===== src/rtl/priority_scan_encoder.sv =====
// priority_scan_encoder: accepts a multi-hot request vector on a valid/ready
// handshake and serialises the index of every set bit, one per output beat.
`default_nettype none

module priority_scan_encoder #(
  parameter int WIDTH     = 5,
  parameter bit MSB_FIRST = 1'b1
) (
  input  logic                     i_clk,
  input  logic                     i_rst,
  input  logic                     i_valid,
  output logic                     o_ready,
  input  logic [WIDTH-1:0]         iv_input,
  output logic                     o_valid,
  input  logic                     i_ready,
  output logic [$clog2(WIDTH)-1:0] ov_addr,
  output logic                     o_last,
  output logic                     o_zero
);

  localparam int ADDR_WIDTH = $clog2(WIDTH);

  localparam logic [0:0] STATE_IDLE = 1'b0;
  localparam logic [0:0] STATE_SCAN = 1'b1;

  logic [0:0]            state;
  logic [0:0]            state_next;
  logic [WIDTH-1:0]      pend;
  logic [WIDTH-1:0]      pend_next;
  logic                  zero_q;
  logic                  zero_next;
  logic [ADDR_WIDTH-1:0] top_idx;
  logic                  one_hot;
  logic                  accept;
  logic                  beat;

  // Priority encode of the pending register; the last match in scan order wins.
  generate
    if (MSB_FIRST) begin : g_msb_first
      always_comb begin
        top_idx = '0;
        for (int i = 0; i < WIDTH; i++) begin
          if (pend[i]) top_idx = ADDR_WIDTH'(i);
        end
      end
    end else begin : g_lsb_first
      always_comb begin
        top_idx = '0;
        for (int i = WIDTH - 1; i >= 0; i--) begin
          if (pend[i]) top_idx = ADDR_WIDTH'(i);
        end
      end
    end
  endgenerate

  assign one_hot = (pend != '0) && ((pend & (pend - WIDTH'(1))) == '0);

  always_ff @(posedge i_clk or posedge i_rst) begin
    if (i_rst) begin
      state  <= STATE_IDLE;
      pend   <= '0;
      zero_q <= 1'b0;
    end else begin
      state  <= state_next;
      pend   <= pend_next;
      zero_q <= zero_next;
    end
  end

  always_comb begin
    accept    = i_valid & o_ready;
    beat      = o_valid & i_ready;
    pend_next = pend;
    if (beat) begin
      for (int i = 0; i < WIDTH; i++) begin
        if (top_idx == ADDR_WIDTH'(i)) pend_next[i] = 1'b0;
      end
    end
    // Accept is only possible when pend is empty or its last bit is leaving.
    if (accept) pend_next = iv_input;
    zero_next  = accept && (iv_input == '0);
    state_next = (pend_next != '0) ? STATE_SCAN : STATE_IDLE;
  end

  always_comb begin
    o_valid = (state == STATE_SCAN);
    ov_addr = o_valid ? top_idx : '0;
    o_last  = o_valid & one_hot;
    o_ready = (state == STATE_IDLE) | (o_valid & i_ready & o_last);
    o_zero  = zero_q;
  end

endmodule

`default_nettype wire


===== config.mk =====
export PLATFORM = sky130hd
export DESIGN_NAME = priority_scan_encoder
export DESIGN_NICKNAME = d
export VERILOG_FILES = /design/src/rtl/priority_scan_encoder.sv
export SDC_FILE = /design/constraint.sdc
export NUM_CORES = 1
export LEC_CHECK = 0
export CAP_MARGIN = 0
export CORE_AREA = 10 10 47 49
export CTS_CLUSTER_SIZE = 25
export DETAILED_ROUTE_END_ITERATION = 8
export DIE_AREA = 0 0 57 59
export PLACE_DENSITY = 0.67
export SETUP_SLACK_MARGIN = 0.5
export SYNTH_ARGS = -nofsm -noshare
export SYNTH_HDL_FRONTEND = slang
export SYNTH_SLANG_ARGS = --single-unit

===== constraint.sdc =====
create_clock -name i_clk -period 2.4 [get_ports i_clk]
set_clock_uncertainty 0.1 [all_clocks]
set_input_delay 0.48 -clock i_clk [delete_from_list [all_inputs] [get_ports i_clk]]
set_output_delay 0.48 -clock i_clk [all_outputs]
set_load 0.005 [all_outputs]

Yosys cells after proc, flatten, opt, wreduce, memory -nomap -nowiden
Cells that the tools add are included.

Bits in registers: 7. Logic and storage cells: 35. Bits of input ports: 9. Output and inout port bits: 7.

Muxes and demuxes: 13. Reduce and logical (&&, ||, !) cells: 7. Eq/ne operators: 4. Add/sub/neg operators: 1. Bitwise gates (word level): 7.

Operators with widths (count): $logic_not A5 Y1 (2); $mux W5 (2); $reduce_bool A5 Y1 (2); $mux W3 (3); $mux W1 (7); $eq A3 B2 Y1 const B (2); $and A5 B5 Y5 (1); $sub A5 B1 Y5 const B (1); $and A1 B1 Y1 (4); $eq A3 B1 Y1 const B (1); $eq A3 B3 Y1 const B (1); $logic_not A3 Y1 (1); $logic_and A1 B1 Y1 (2); $mux W2 (1); $not A1 Y1 (1); $or A1 B1 Y1 (1).

Logic depth before layout (Yosys ltp)
Word-level depth: 11. Depth in mapped cells: 5. Depth with buffers taken out: 4.

Worst setup path after synthesis
Ideal clock, no wire load.

Path kind: register -> output. From: reg pend[2]. To: out o_ready. Slack: 498 ps. Buffers on the path: 1. Data required time: 1820 ps. Arrival time: 1322 ps. Stages on the path, launching flop included: 6. Cell sequence: dfrtp_1 -> buf_4 -> xor2_1 -> a211oi_1 -> o21ai_0 -> a21bo_2.

Longest elaborated chain between the ends: 7. Elaborated cells on any way between the ends: 8. Classes of those cells: add/sub: 1; bitwise: 4; reduce/logical: 3.

RTL lines: start: declaration (RTL line 28) `logic [WIDTH-1:0] pend;`; start signal: assignment (RTL line 65) `pend <= pend_next;`; $sub A5 B1 Y5 (RTL line 56) `assign one_hot = (pend != '0) && ((pend & (pend - WIDTH'(1))) == '0);`; $and A5 B5 Y5 (RTL line 56); $logic_not A5 Y1 (RTL line 56); $logic_and A1 B1 Y1 * (RTL line 56); $and A1 B1 Y1 * (RTL line 88) `o_last = o_valid & one_hot;`; $and A1 B1 Y1 * (RTL line 89) `o_ready = (state == STATE_IDLE) | (o_valid & i_ready & o_last);`; $or A1 B1 Y1 * (RTL line 89); end: declaration (RTL line 12) `output logic o_ready,`.

Every way passes the cells marked *; elsewhere a longest branch is shown, timed or not.

Worst setup path in the final report
Ends and elaborated chain as after synthesis.

==> impl_metrics.tcl <==
set metrics [dict create \
    grt_pass1_wl_mm 2.34 \
    synth_compound_area_frac 0.252 \
    period_share 0.930 \
    clock.fmax_mhz 448 \
    r2r_cells 8 \
    min_path_type "in2async" \
    finalMaxSlewViolations 0 \
    rows 14 \
    status "completed" \
    vdd_drop_max_mv 0.564 \
    core_area_mm2 0.00140 \
    wirelength_mm 1.49 \
    synth-xor-area-share 0.0173 \
    die_h_um 59 \
    p_per_area_mw_per_mm2 1380 \
    final_area_um2 886 \
    tightest_slew_ns 0.338 \
    gr-usage-all-layers 0.0845 \
    ios 16 \
    nets 98 \
    drt.antenna.violating_nets 0 \
    finalPower_mw 1.22 \
    drv_cap 0 \
    firstDrtPassIters 3 \
    fin_ws_ns 0.168 \
    endpoint "o_ready" \
    syn_to_final_growth_pct 74.8 \
    ys_types 31 \
    critPathArrivalTime_ns 1.65 \
    synth_top_family_by_area "compound AO/OA/AOI/OAI gates" \
    synth_nets 62 \
    dp_hpwl_mm 1.02 \
    crit_type "reg2out" \
    timing.rr.start "pend[2]" \
    place_ws_ns 0.0529 \
    worstPathMaxFanout 3 \
    startpoint "pend[2]" \
    yosysWarnings 0 \
    grt_pass1_vias 564 \
    finalWeightedCongestion 0.774 \
    synthCells 53 \
    n_antenna_cell 0 \
    setup_tns_ns 0 \
    cts_sinks 7 \
    ys_seq_elements 7 \
    vias 524 \
    clkSlewWorstSetupHoldPaths_ns 0.05 \
    grt.overflow.total 0 \
    yosysSeqAreaShare 0.346 \
    drtIter0Drc 9 \
    placedInstanceArea_um2 712 \
    syn_area_per_cell_um2 9.56 \
    setup_viol 0 \
    critPathCaptureType "output port" \
    relSlewSlack 0.773 \
    finalCriticalPeriod_ns 2.23 \
    die_x_um 57 \
    viasPerCell 5.04 \
    antenna_found_initial 0 \
    regToRegSetupSlack_ns 0.52 \
    htree_levels 1 \
    start_kind "flip-flop" \
    cts_tree "built" \
    cts_buffers 3 \
    wl_per_cell_um 14.3 \
    synthAdderAreaFrac 0.0198 \
    clockBufferDepth 2 \
    netlist_area_um2 507 \
    grt_max_degree 9 \
    start_util 0.362 \
    reg2reg_to "o_valid" \
    cts_root_buffer "clkbuf_4" \
    port_buffers 15 \
    layout-drive-gt1-share 0.489 \
    rsz0062_at_grt "yes" \
    finalHoldViolations 0 \
    required_ns 1.82 \
    insertion_delay_ns 0.24 \
    drc 0 \
    muxShareOfSynthArea 0.0790 \
    fp.dieArea_mm2 0.00336 \
    p_leak_nw 0.414 \
    yosys.area_share.simple 0.235 \
]
-- cell type report --
cell class	count	area [um^2]
Fill cell	131	515
Clock buffer	4	26.3
Timing Repair Buffer	32	282
Multi-Input combinational cell	40	358
Sequential cell	7	181
Inverter	5	18.8
Tap cell	16	20.0
-- how the worst min path moves through the flow --
stage	to	slack, ns	cells past startpoint
floorplan	o_valid	0.18	1
global placement	pend[1]	0.57	2
detailed placement	pend[1]	0.57	2
CTS	pend[4]	0.36	2
global route	o_zero	0.39	2
finish	pend[4]	0.36	2
-- report_power, final --
| part | leakage (nW) | total (mW) | switching, mW | internal (mW) |
|---|---|---|---|---|
| logic | 0.317 | 0.864 | 0.341 | 0.522 |
| registers | 0.0823 | 0.253 | 0.0784 | 0.175 |
| clock network | 0.0150 | 0.102 | 0.0385 | 0.0631 |
-- cell families (layout without fill, tap and decap cells) --
| group | Yosys count | in the layout |
|---|---|---|
| xor+xnor | 1 | 1 |
| compound gates | 16 | 16 |
| fa+ha+maj | 1 | 1 |
| buf+inv | 6 | 41 |
| simple gates | 19 | 19 |
| mux | 3 | 3 |
| flops | 7 | 7 |
-- layer usage --
layer / up-vias / part of all wire / GRT usage
met3: 2 / 0.040 / 0.0215
met4: 0 / 0.0067 / 0.0604
met5: - / 0 / 0
li1: 264 / - / -
met1: 248 / 0.46 / 0.0922
met2: 10 / 0.50 / 0.140
-- flip-flops by register name, summed over array words and instances (netlist names) --
signal,cells
o_zero,1
pend,5
o_valid,1
-- synth_stat cells (all sizes together) --
cell    number  area, um^2
o211ai       2        15.0
xor2         1        8.76
o32ai        1        8.76
a41oi        1        16.3
nor4b        2        17.5
or4          1        7.51
nor2b        1        6.26
nand3b       2        15.0
mux2         2        30.0
or2          1        6.26
a21bo        1        10.0
a21o         1        7.51
and2b        2        17.5
nor2         3        11.3
a211oi       1        7.51
nor3         2        10.0
o21a         1        15.0
mux2i        1        10.0
nand3        1        5.00
a21oi        1        5.00
o21ai        4        20.0
a21boi       1        7.51
and2         2        12.5
buf          1        7.51
o22ai        1        6.26
maj3         1        10.0
dfrtp        7         175
nand2        1        3.75
o31a         1        8.76
nand2b       1        6.26
inv          5        18.8
-- through the flow --
step           std cells  utilization  hold slack, ns
2_1_floorplan         53            -           0.183
6_report             104        0.632           0.359
3_5_place_dp          88        0.508           0.567
3_3_place_gp          88        0.508           0.572
5_1_grt              104        0.632           0.394
4_1_cts              100        0.576           0.358
-- cells in the final DEF, fill, tap and decap left out, drive strengths merged, types with 2 or more instances in the layout --
cell type       n
clkbuf          5
nor4b           2
buf            20
and2            2
inv             5
mux2            2
o21ai           4
clkdlybuf4s50   9
and2b           2
nand3b          2
dfrtp           7
o211ai          2
nor2            3
nor3            2
-- timing repair --
item	CTS	global route
hold buffers	0	0
resized for setup	22	15
buffers inserted	8	4
pin swaps	5	6
endpoints found under the setup margin	5	8
-- worst max-delay path: stages, from the launching register on --
cell	delay, ns
dfrtp_2	0.39
buf_6	0.12
buf_4	0.10
and2b_2	0.22
nand2_1	0.07
o21ai_1	0.07
buf_4	0.14
a21bo_2	0.17
buf_2	0.12
No activity file was read; power rests on OpenSTA's default activity.
